--- src/rtl/fib_seq_pkg.sv ---
// Shared types and constants for the Fibonacci-class sequence generator.
package fib_seq_pkg;

  typedef enum logic [1:0] {
    IDLE  = 2'd0,
    VALID = 2'd1,
    DONE  = 2'd2
  } state_e;

  // Reset-time seeds give the classic Fibonacci stream
  localparam int unsigned FIB_SEED0 = 0;
  localparam int unsigned FIB_SEED1 = 1;

endpackage

--- src/rtl/fib_seq_step.sv ---
// Recurrence step: (WIDTH+1)-bit sum of two terms, split into truncated sum and carry.
module fib_seq_step #(
  parameter int unsigned WIDTH = 16
) (
  input  logic [WIDTH-1:0] a_i,
  input  logic [WIDTH-1:0] b_i,
  output logic [WIDTH-1:0] sum_c_o,
  output logic             carry_c_o
);

  logic [WIDTH:0] full_c;

  assign full_c    = (WIDTH+1)'(a_i) + (WIDTH+1)'(b_i);
  assign sum_c_o   = full_c[WIDTH-1:0];
  assign carry_c_o = full_c[WIDTH];

endmodule

--- src/rtl/fib_seq_gen.sv ---
// Seedable Fibonacci-class stream source with valid/ready output and overflow detection.
// Define FIB_SEQ_WRAP_EN to let the stream continue modulo 2**WIDTH instead of stopping.
module fib_seq_gen
  import fib_seq_pkg::*;
#(
  parameter int unsigned WIDTH = 16,
  parameter int unsigned IDX_W = 8
) (
  input  logic             clk,
  input  logic             rst,
  input  logic             load,
  input  logic [WIDTH-1:0] seed0,
  input  logic [WIDTH-1:0] seed1,
  input  logic             en,
  input  logic             out_ready,
  output logic             out_valid,
  output logic [WIDTH-1:0] out_data,
  output logic [IDX_W-1:0] out_idx,
  output logic             ovf,
  output logic             done
);

  state_e           state_q, state_d;
  logic [WIDTH-1:0] cur_q, cur_d;
  logic [WIDTH-1:0] nxt_q, nxt_d;
  logic             nxt_bad_q, nxt_bad_d;
  logic [IDX_W-1:0] idx_q, idx_d;
  logic             valid_q, valid_d;
  logic             ovf_q, ovf_d;
  logic             done_q, done_d;

  logic [WIDTH-1:0] sum_c;
  logic             carry_c;
  logic             accept_c;

  fib_seq_step #(.WIDTH(WIDTH)) u_step (
    .a_i      (cur_q),
    .b_i      (nxt_q),
    .sum_c_o  (sum_c),
    .carry_c_o(carry_c)
  );

  assign accept_c = valid_q & out_ready;

  always_ff @(posedge clk or posedge rst) begin
    if (rst) begin
      state_q   <= IDLE;
      cur_q     <= WIDTH'(FIB_SEED0);
      nxt_q     <= WIDTH'(FIB_SEED1);
      nxt_bad_q <= 1'b0;
      idx_q     <= '0;
      valid_q   <= 1'b0;
      ovf_q     <= 1'b0;
      done_q    <= 1'b0;
    end else begin
      state_q   <= state_d;
      cur_q     <= cur_d;
      nxt_q     <= nxt_d;
      nxt_bad_q <= nxt_bad_d;
      idx_q     <= idx_d;
      valid_q   <= valid_d;
      ovf_q     <= ovf_d;
      done_q    <= done_d;
    end
  end

  // Next-state: load overrides everything; an accepted term shifts the window by one
  always_comb begin
    state_d   = state_q;
    cur_d     = cur_q;
    nxt_d     = nxt_q;
    nxt_bad_d = nxt_bad_q;
    idx_d     = idx_q;
    valid_d   = valid_q;
    ovf_d     = ovf_q;
    done_d    = done_q;

    if (load) begin
      state_d   = IDLE;
      cur_d     = seed0;
      nxt_d     = seed1;
      nxt_bad_d = 1'b0;
      idx_d     = '0;
      valid_d   = 1'b0;
      ovf_d     = 1'b0;
      done_d    = 1'b0;
    end else begin
      case (state_q)
        IDLE: begin
          if (en) begin
            state_d = VALID;
            valid_d = 1'b1;
          end
        end
        VALID: begin
          if (accept_c) begin
`ifdef FIB_SEQ_WRAP_EN
            cur_d     = nxt_q;
            nxt_d     = sum_c;
            nxt_bad_d = carry_c;
            idx_d     = idx_q + IDX_W'(1);
            if (nxt_bad_q) ovf_d = 1'b1;
            if (!en) begin
              state_d = IDLE;
              valid_d = 1'b0;
            end
`else
            if (nxt_bad_q) begin
              // Next term would not fit: end the stream after the last exact term
              state_d = DONE;
              valid_d = 1'b0;
              done_d  = 1'b1;
              ovf_d   = 1'b1;
            end else begin
              cur_d     = nxt_q;
              nxt_d     = sum_c;
              nxt_bad_d = carry_c;
              idx_d     = idx_q + IDX_W'(1);
              if (!en) begin
                state_d = IDLE;
                valid_d = 1'b0;
              end
            end
`endif
          end
        end
        DONE: begin
          state_d = DONE;
        end
        default: begin
          state_d = IDLE;
          valid_d = 1'b0;
        end
      endcase
    end
  end

  assign out_valid = valid_q;
  assign out_data  = cur_q;
  assign out_idx   = idx_q;
  assign ovf       = ovf_q;
  assign done      = done_q;

endmodule
--- config.mk ---
export PLATFORM = sky130hd
export DESIGN_NAME = fib_seq_gen
export DESIGN_NICKNAME = d
export VERILOG_FILES = /design/src/rtl/fib_seq_pkg.sv /design/src/rtl/fib_seq_step.sv /design/src/rtl/fib_seq_gen.sv
export SDC_FILE = /design/constraint.sdc
export NUM_CORES = 1
export LEC_CHECK = 0
export BUFFER_PORTS_ARGS = -buffer_cell sky130_fd_sc_hd__buf_2
export CAP_MARGIN = 10
export CELL_PAD_IN_SITES_DETAIL_PLACEMENT = 1
export CELL_PAD_IN_SITES_GLOBAL_PLACEMENT = 2
export CORE_ASPECT_RATIO = 0.5
export CORE_MARGIN = 5
export CORE_UTILIZATION = 29
export CTS_CLUSTER_DIAMETER = 120
export DETAILED_ROUTE_END_ITERATION = 10
export PLACE_DENSITY = 0.8
export RECOVER_POWER = 25
export SLEW_MARGIN = 20
export SYNTH_ARGS = -nofsm -noshare
export SYNTH_HDL_FRONTEND = slang
export SYNTH_SLANG_ARGS = --single-unit
--- constraint.sdc ---
create_clock -name clk -period 2.35 [get_ports clk]
set_clock_uncertainty 0.05 [all_clocks]
set_input_delay 0.1175 -clock clk [delete_from_list [all_inputs] [get_ports clk]]
set_output_delay 0.1175 -clock clk [all_outputs]
set_load 0.1 [all_outputs]
* Yosys cells after proc, flatten, opt, wreduce, memory -nomap -nowiden
Cells that the tools add are included.
** Storage, ports and cells
- Input bits :: 37
- Logic and storage cells :: 58
- Flip-flop bits (word level) :: 45
** Cells by class
- $add $sub $neg :: 2
- Bitwise operators :: 1
- Reduce and logical (&&, ||, !) cells :: 9
- Eq/ne operators :: 7
- Mux-type cells :: 32
** Operators with widths (number)
- two-way mux 16 bit :: 8
- two-way mux 8 bit :: 4
- adder 16 x 16 -> 17 bit :: 1
- two-way mux 1 bit :: 13
- two-way mux 2 bit :: 5
- AND reduction 3 bit :: 3
- adder 8 x 1 -> 8 bit, second input constant :: 1
- inequality test 3 bit, second input constant :: 2
- one-hot mux 2 bit (3 select lines) :: 1
- nonzero test 2 bit :: 3
- inequality test 2 bit, second input constant :: 2
- inequality test 4 bit, second input constant :: 1
- AND reduction 4 bit :: 1
- one-hot mux 1 bit (3 select lines) :: 1
- == test 2 x 1 -> 1 bit, second input constant :: 1
- == test 2 bit, second input constant :: 1
- logical NOT 2 bit :: 1
- AND reduction 2 bit :: 1
- AND 1 bit :: 1

* Longest topological paths before layout
- Word-level depth :: 5
- Mapped depth :: 8
- Mapped depth without buffers :: 8

* Hierarchy
A second synthesis with hierarchy kept.
** Unflattened totals
- Cell total of the unflattened synthesis :: 363
- Area total of the unflattened synthesis :: 3174.3 µm²
** Modules (own cells, without submodules)
- fib_seq_gen :: area an instance 2318.5 µm², seq. area each 1127.3 µm², times used 1, cells each 253
- fib_seq_step :: area an instance 855.8 µm², seq. area each 0.0 µm², times used 1, cells each 110

* Worst setup path after synthesis
OpenSTA, ideal clock, no wires.
- Kind :: register to register
- From :: register cur_q[0] (netlist: out_data[0])
- To :: register nxt_q[14]
- Data required time :: 2.158 ns
- Library setup time :: 0.142 ns
- Stages on the path, launching flop included :: 9
- Buffers on the path :: 0
- Path slack :: -0.451 ns
- Data arrival time :: 2.609 ns
- Path through :: dfrtp_1 -> ha_1 -> fa_1 -> a21o_1 -> a221o_2 -> a21oi_4 -> a22oi_1 -> xnor2_1 -> o221ai_1
** Between the ends
- Word-level cells in the longest chain between the ends :: 5
** Ends and longest elaborated chain
- start, declared :: RTL line fib_seq_gen.sv:24 : logic [WIDTH-1:0] cur_q, cur_d;
- start signal, assigned :: RTL line fib_seq_gen.sv:48 : cur_q <= WIDTH'(FIB_SEED0);
- start signal, assigned :: RTL line fib_seq_gen.sv:57 : cur_q <= cur_d;
- adder 16 x 16 -> 17 bit :: RTL line fib_seq_step.sv:13 : assign full_c = (WIDTH+1)'(a_i) + (WIDTH+1)'(b_i);
- two-way mux 16 bit :: RTL line fib_seq_gen.sv:108 : if (nxt_bad_q) begin
- two-way mux 16 bit :: RTL line fib_seq_gen.sv:96 : if (accept_c) begin
- two-way mux 16 bit :: RTL line fib_seq_gen.sv:88 : case (state_q)
- two-way mux 16 bit :: RTL line fib_seq_gen.sv:78 : if (load) begin
- end signal, assigned :: RTL line fib_seq_gen.sv:49 : nxt_q <= WIDTH'(FIB_SEED1);
- end signal, assigned :: RTL line fib_seq_gen.sv:58 : nxt_q <= nxt_d;
- end, declared :: RTL line fib_seq_gen.sv:25 : logic [WIDTH-1:0] nxt_q, nxt_d;
Every way passes these cells. The select of a mux whose other input is x is not followed.
A chain may end at the register's enable or synchronous reset.

* Worst setup path after layout
Same ends and word-level chain as after synthesis.

==> summary.txt <==
Outcome
  – Result of the run: finished, violations left
  – Failing checks: hold timing, capacitance limit

Detailed routing
  – Vias post-DR: 2508
  – Avg WL per Cell: 15.2 µm
  – Pre-Repair DR Iteration Count: 5
  – Average via count per standard cell: 4.92
  – WL final: roughly 7.8 mm
  – DRC violations left: 0
  – Drt first-iter violations: 95
  – ANT nets after route: 0

STA
  – Hold slack: -0.00726 ns
  – Achievable clock frequency: approximately 430 MHz
  – Final Setup Violations: 0
  – Final Hold Viols: 2
  – Slew headroom: 0.0198
  – Final Cycle Share: 0.999
  – Min Tclk post-route: 2.35 ns
  – Worst Setup Slack, final: approximately 0.0013 ns
  – Slew at the pin closest to its max-slew limit: 1.47 ns
  – Slew Viols, Final: 0
  – Unrepaired setup endpoints after global routing: yes

Power and ir drop
  – Net switching power: 0.000968 W
  – Combinational cell fraction of total power: 0.343
  – Clk pwr share: 0.299
  – Internal cell power: around 0.0015 W
  – Design Power: about 0.0025 W
  – Leakage power summed over all cells: 1.70 nW
  – Register share of total power: 0.359
  – Total power per unit cell area: approximately 690 mW/mm²
  – Switching power as a share of total power: 0.386
  – VDD IR-drop max: roughly 0.26 mV

Synth
  – Number of synthesized flops with an enable pin: 0
  – Area share of and/or/nand/nor cells after synthesis: 0.147
  – Fraction of registers with async set/reset: 1.00
  – Share of synthesized area occupied by flip-flops and latches: 0.411
  – Post-Synthesis Mean Instance Area: roughly 9 µm²
  – Dominant combinational cell family by area after synthesis: compound AO/OA/AOI/OAI gates
  – Gate count of the mapped netlist: 299
  – Compound-Gate Fraction of Synth Area: 0.180
  – Multiplexer share of the synthesized area: 0.0845
  – Post-synth net total: 354
  – Number of distinct library cell variants in the gate-level netlist after synthesis: 41
  – Number of synthesis warnings: 0
  – Synthesized-area fraction occupied by xor and xnor cells: 0.0639
  – Dominant register cell in the synthesized netlist: dfrtp_1
  – Synthesized-area fraction occupied by adder cells: 0.0849
  – Area of the mapped netlist: roughly 0.0027 mm²
  – Flip-flop and latch count after synthesis: 45

Global route
  – Total congestion overflow: 0
  – Busiest layer in global routing: met2
  – Global-route wire length before repair: ~13 mm
  – Global Route met2 Usage: 0.251
  – Number of antenna violations at the first check in global routing: 0
  – Met3 Usage GRT: 0.0291
  – GRT Util Overall: 0.138
  – Vias in the first global route: 2741
  – Largest net degree at the start of global routing: 37
  – Met1 GRT Util: 0.171

Clocking
  – Clock root buffer: clkbuf_16
  – Reg clk slew, reported paths: roughly 0.070 ns
  – Clock buffers created by TritonCTS: 5
  – H-tree lvl count: 2
  – Clock latency on the worst-skew pair: 0.30 ns
  – Total clock sinks: 45
  – Maximum buffer depth of the clock tree: 2
  – TritonCTS clock tree: done

Worst setup path
  – Startpoint-to-endpoint class of the critical path: register to register
  – Critical Path RT: 2.47 ns
  – Critical Path Start Type: register
  – Maximum fanout count along the critical path: 3
  – CP endpoint kind: register
  – Data arrival time at the worst-slack endpoint: approximately 2.5 ns

Die
  – Die Width: 147 µm
  – Row cnt: 25
  – Die area: 0.0116 mm²
  – Die height: 78.7 µm
  – Floorplan Core Area: 0.00932 mm²
  – Initial Utilization: 0.294
  – I/O pins: 64

Finish
  – Fillcell total: 1107
  – Number of antenna cells inserted: 0
  – Final net count: 443
  – Final core utilization: 0.388
  – Leading cell type in the layout, fill and taps excluded: nand2_1
  – Layout area overhead: 32.1%
  – Top library cells by usage in the layout, fill and taps aside: nand2_1, buf_2, o21ai_0, dfrtp_1, mux2i_1
  – Share of final-layout standard cells stronger than drive strength 1: 0.242

Min path
  – Worst hold path type: input port to register

Placement
  – Dpl hpwl: 5.79 mm
  – Gp weighted congestion: 0.838
  – Port buffer count: 63
  – Worst-case setup slack after placement: -0.0605 ns

Run
  – Max_cap viols: 1
-- cells in the mapped netlist (6+ instances only) --
cell type | n | share of area
a21oi_1 | 20 | 0.037
dfrtp_1 | 44 | 0.40
xnor2_1 | 8 | 0.026
o221ai_1 | 6 | 0.019
o21ai_0 | 35 | 0.064
nand2_1 | 55 | 0.075
clkbuf_1 | 7 | 0.0096
xor2_1 | 12 | 0.038
ha_1 | 17 | 0.078
mux2i_1 | 22 | 0.080
nor2_1 | 18 | 0.025
-- sequential cells by signal, summed over array words and instances, names as in the netlist --
name       count
nxt_q         16
out_data      16
out_idx        8
state_q        2
done           1
nxt_bad_q      1
out_valid      1
-- cell families after synthesis --
kind of cell,count (synthesis)
compound gates,81
xor+xnor,20
fa+ha+maj,18
buf+inv,18
flops,45
mux,23
simple gates,94
-- cell type report --
class	instances	area (µm²)	area share
Clock inverter	3	25.0	0.00691
Tap cell	121	151	0.0418
Sequential cell	45	1150	0.317
Inverter	5	18.8	0.00518
Clock buffer	5	125	0.0346
Multi-Input combinational cell	236	1570	0.433
Timing Repair Buffer	95	587	0.162
-- per-layer routing --
metal | vias to the layer above | wire length (µm)
met1 | 1236 | 3700
met5 | - | 0
li1 | 1234 | -
met4 | 0 | 68
met3 | 9 | 254
met2 | 29 | 3750
-- final timing paths --
check	from	end	slack (ns)	cells after the start
min	seed1[12]	nxt_q[12]$_DFFE_PP0P_	-0.007	3
max in group asynchronous	rst	out_data[0]$_DFFE_PP0P_	0.46	3
min in group asynchronous	rst	out_idx[1]$_DFFE_PP0P_	0.74	3
min reg2reg	state_q[1]$_DFFE_PP0P_	state_q[0]$_DFFE_PP0P_	0.45	1
max	out_data[0]$_DFFE_PP0P_	nxt_q[14]$_DFFE_PP0P_	0.001	8
max reg2reg	out_data[0]$_DFFE_PP0P_	nxt_q[14]$_DFFE_PP0P_	0.001	8
-- what timing repair did --
item / in CTS / in global routing
hold endpoints to repair: 52 / 0
hold buffers: 20 / 0
buffers inserted: 1 / 2
pin swaps: 2 / 2
gates resized for setup: 0 / 4
endpoints found under the setup margin: 4 / 7
-- worst max-delay path, stage by stage (launching register included) --
cell      delay (ns)
dfrtp_4         0.50
ha_4            0.17
fa_2            0.33
a21o_1          0.19
a221o_2         0.38
a21oi_4         0.21
a22oi_2         0.09
xnor2_1         0.15
o221ai_1        0.13
-- metrics by stage --
| step | TNS [ns] | std cells | area, µm² |
|---|---|---|---|
| after floorplan | -0.225 | 299 | 2780 |
| after global placement | -0.00180 | 479 | 3260 |
| after detailed placement | -0.129 | 479 | 3260 |
| after CTS | -0.0259 | 508 | 3610 |
| after global routing | -0.321 | 510 | 3620 |
| final | 0 | 510 | 3620 |
-- power by group through the flow --
stage / combinational [W] / sequential, W / clock, W
finish: 0.000858 / 0.000899 / 0.000748
global route: 0.000944 / 0.000908 / 0.000801
CTS: 0.000854 / 0.000899 / 0.000770
detailed placement: 0.000817 / 0.000914 / 0
global placement: 0.000799 / 0.000908 / 0
floorplan: 0.000415 / 0.00112 / 0
Power figures use the tool's default switching activity.
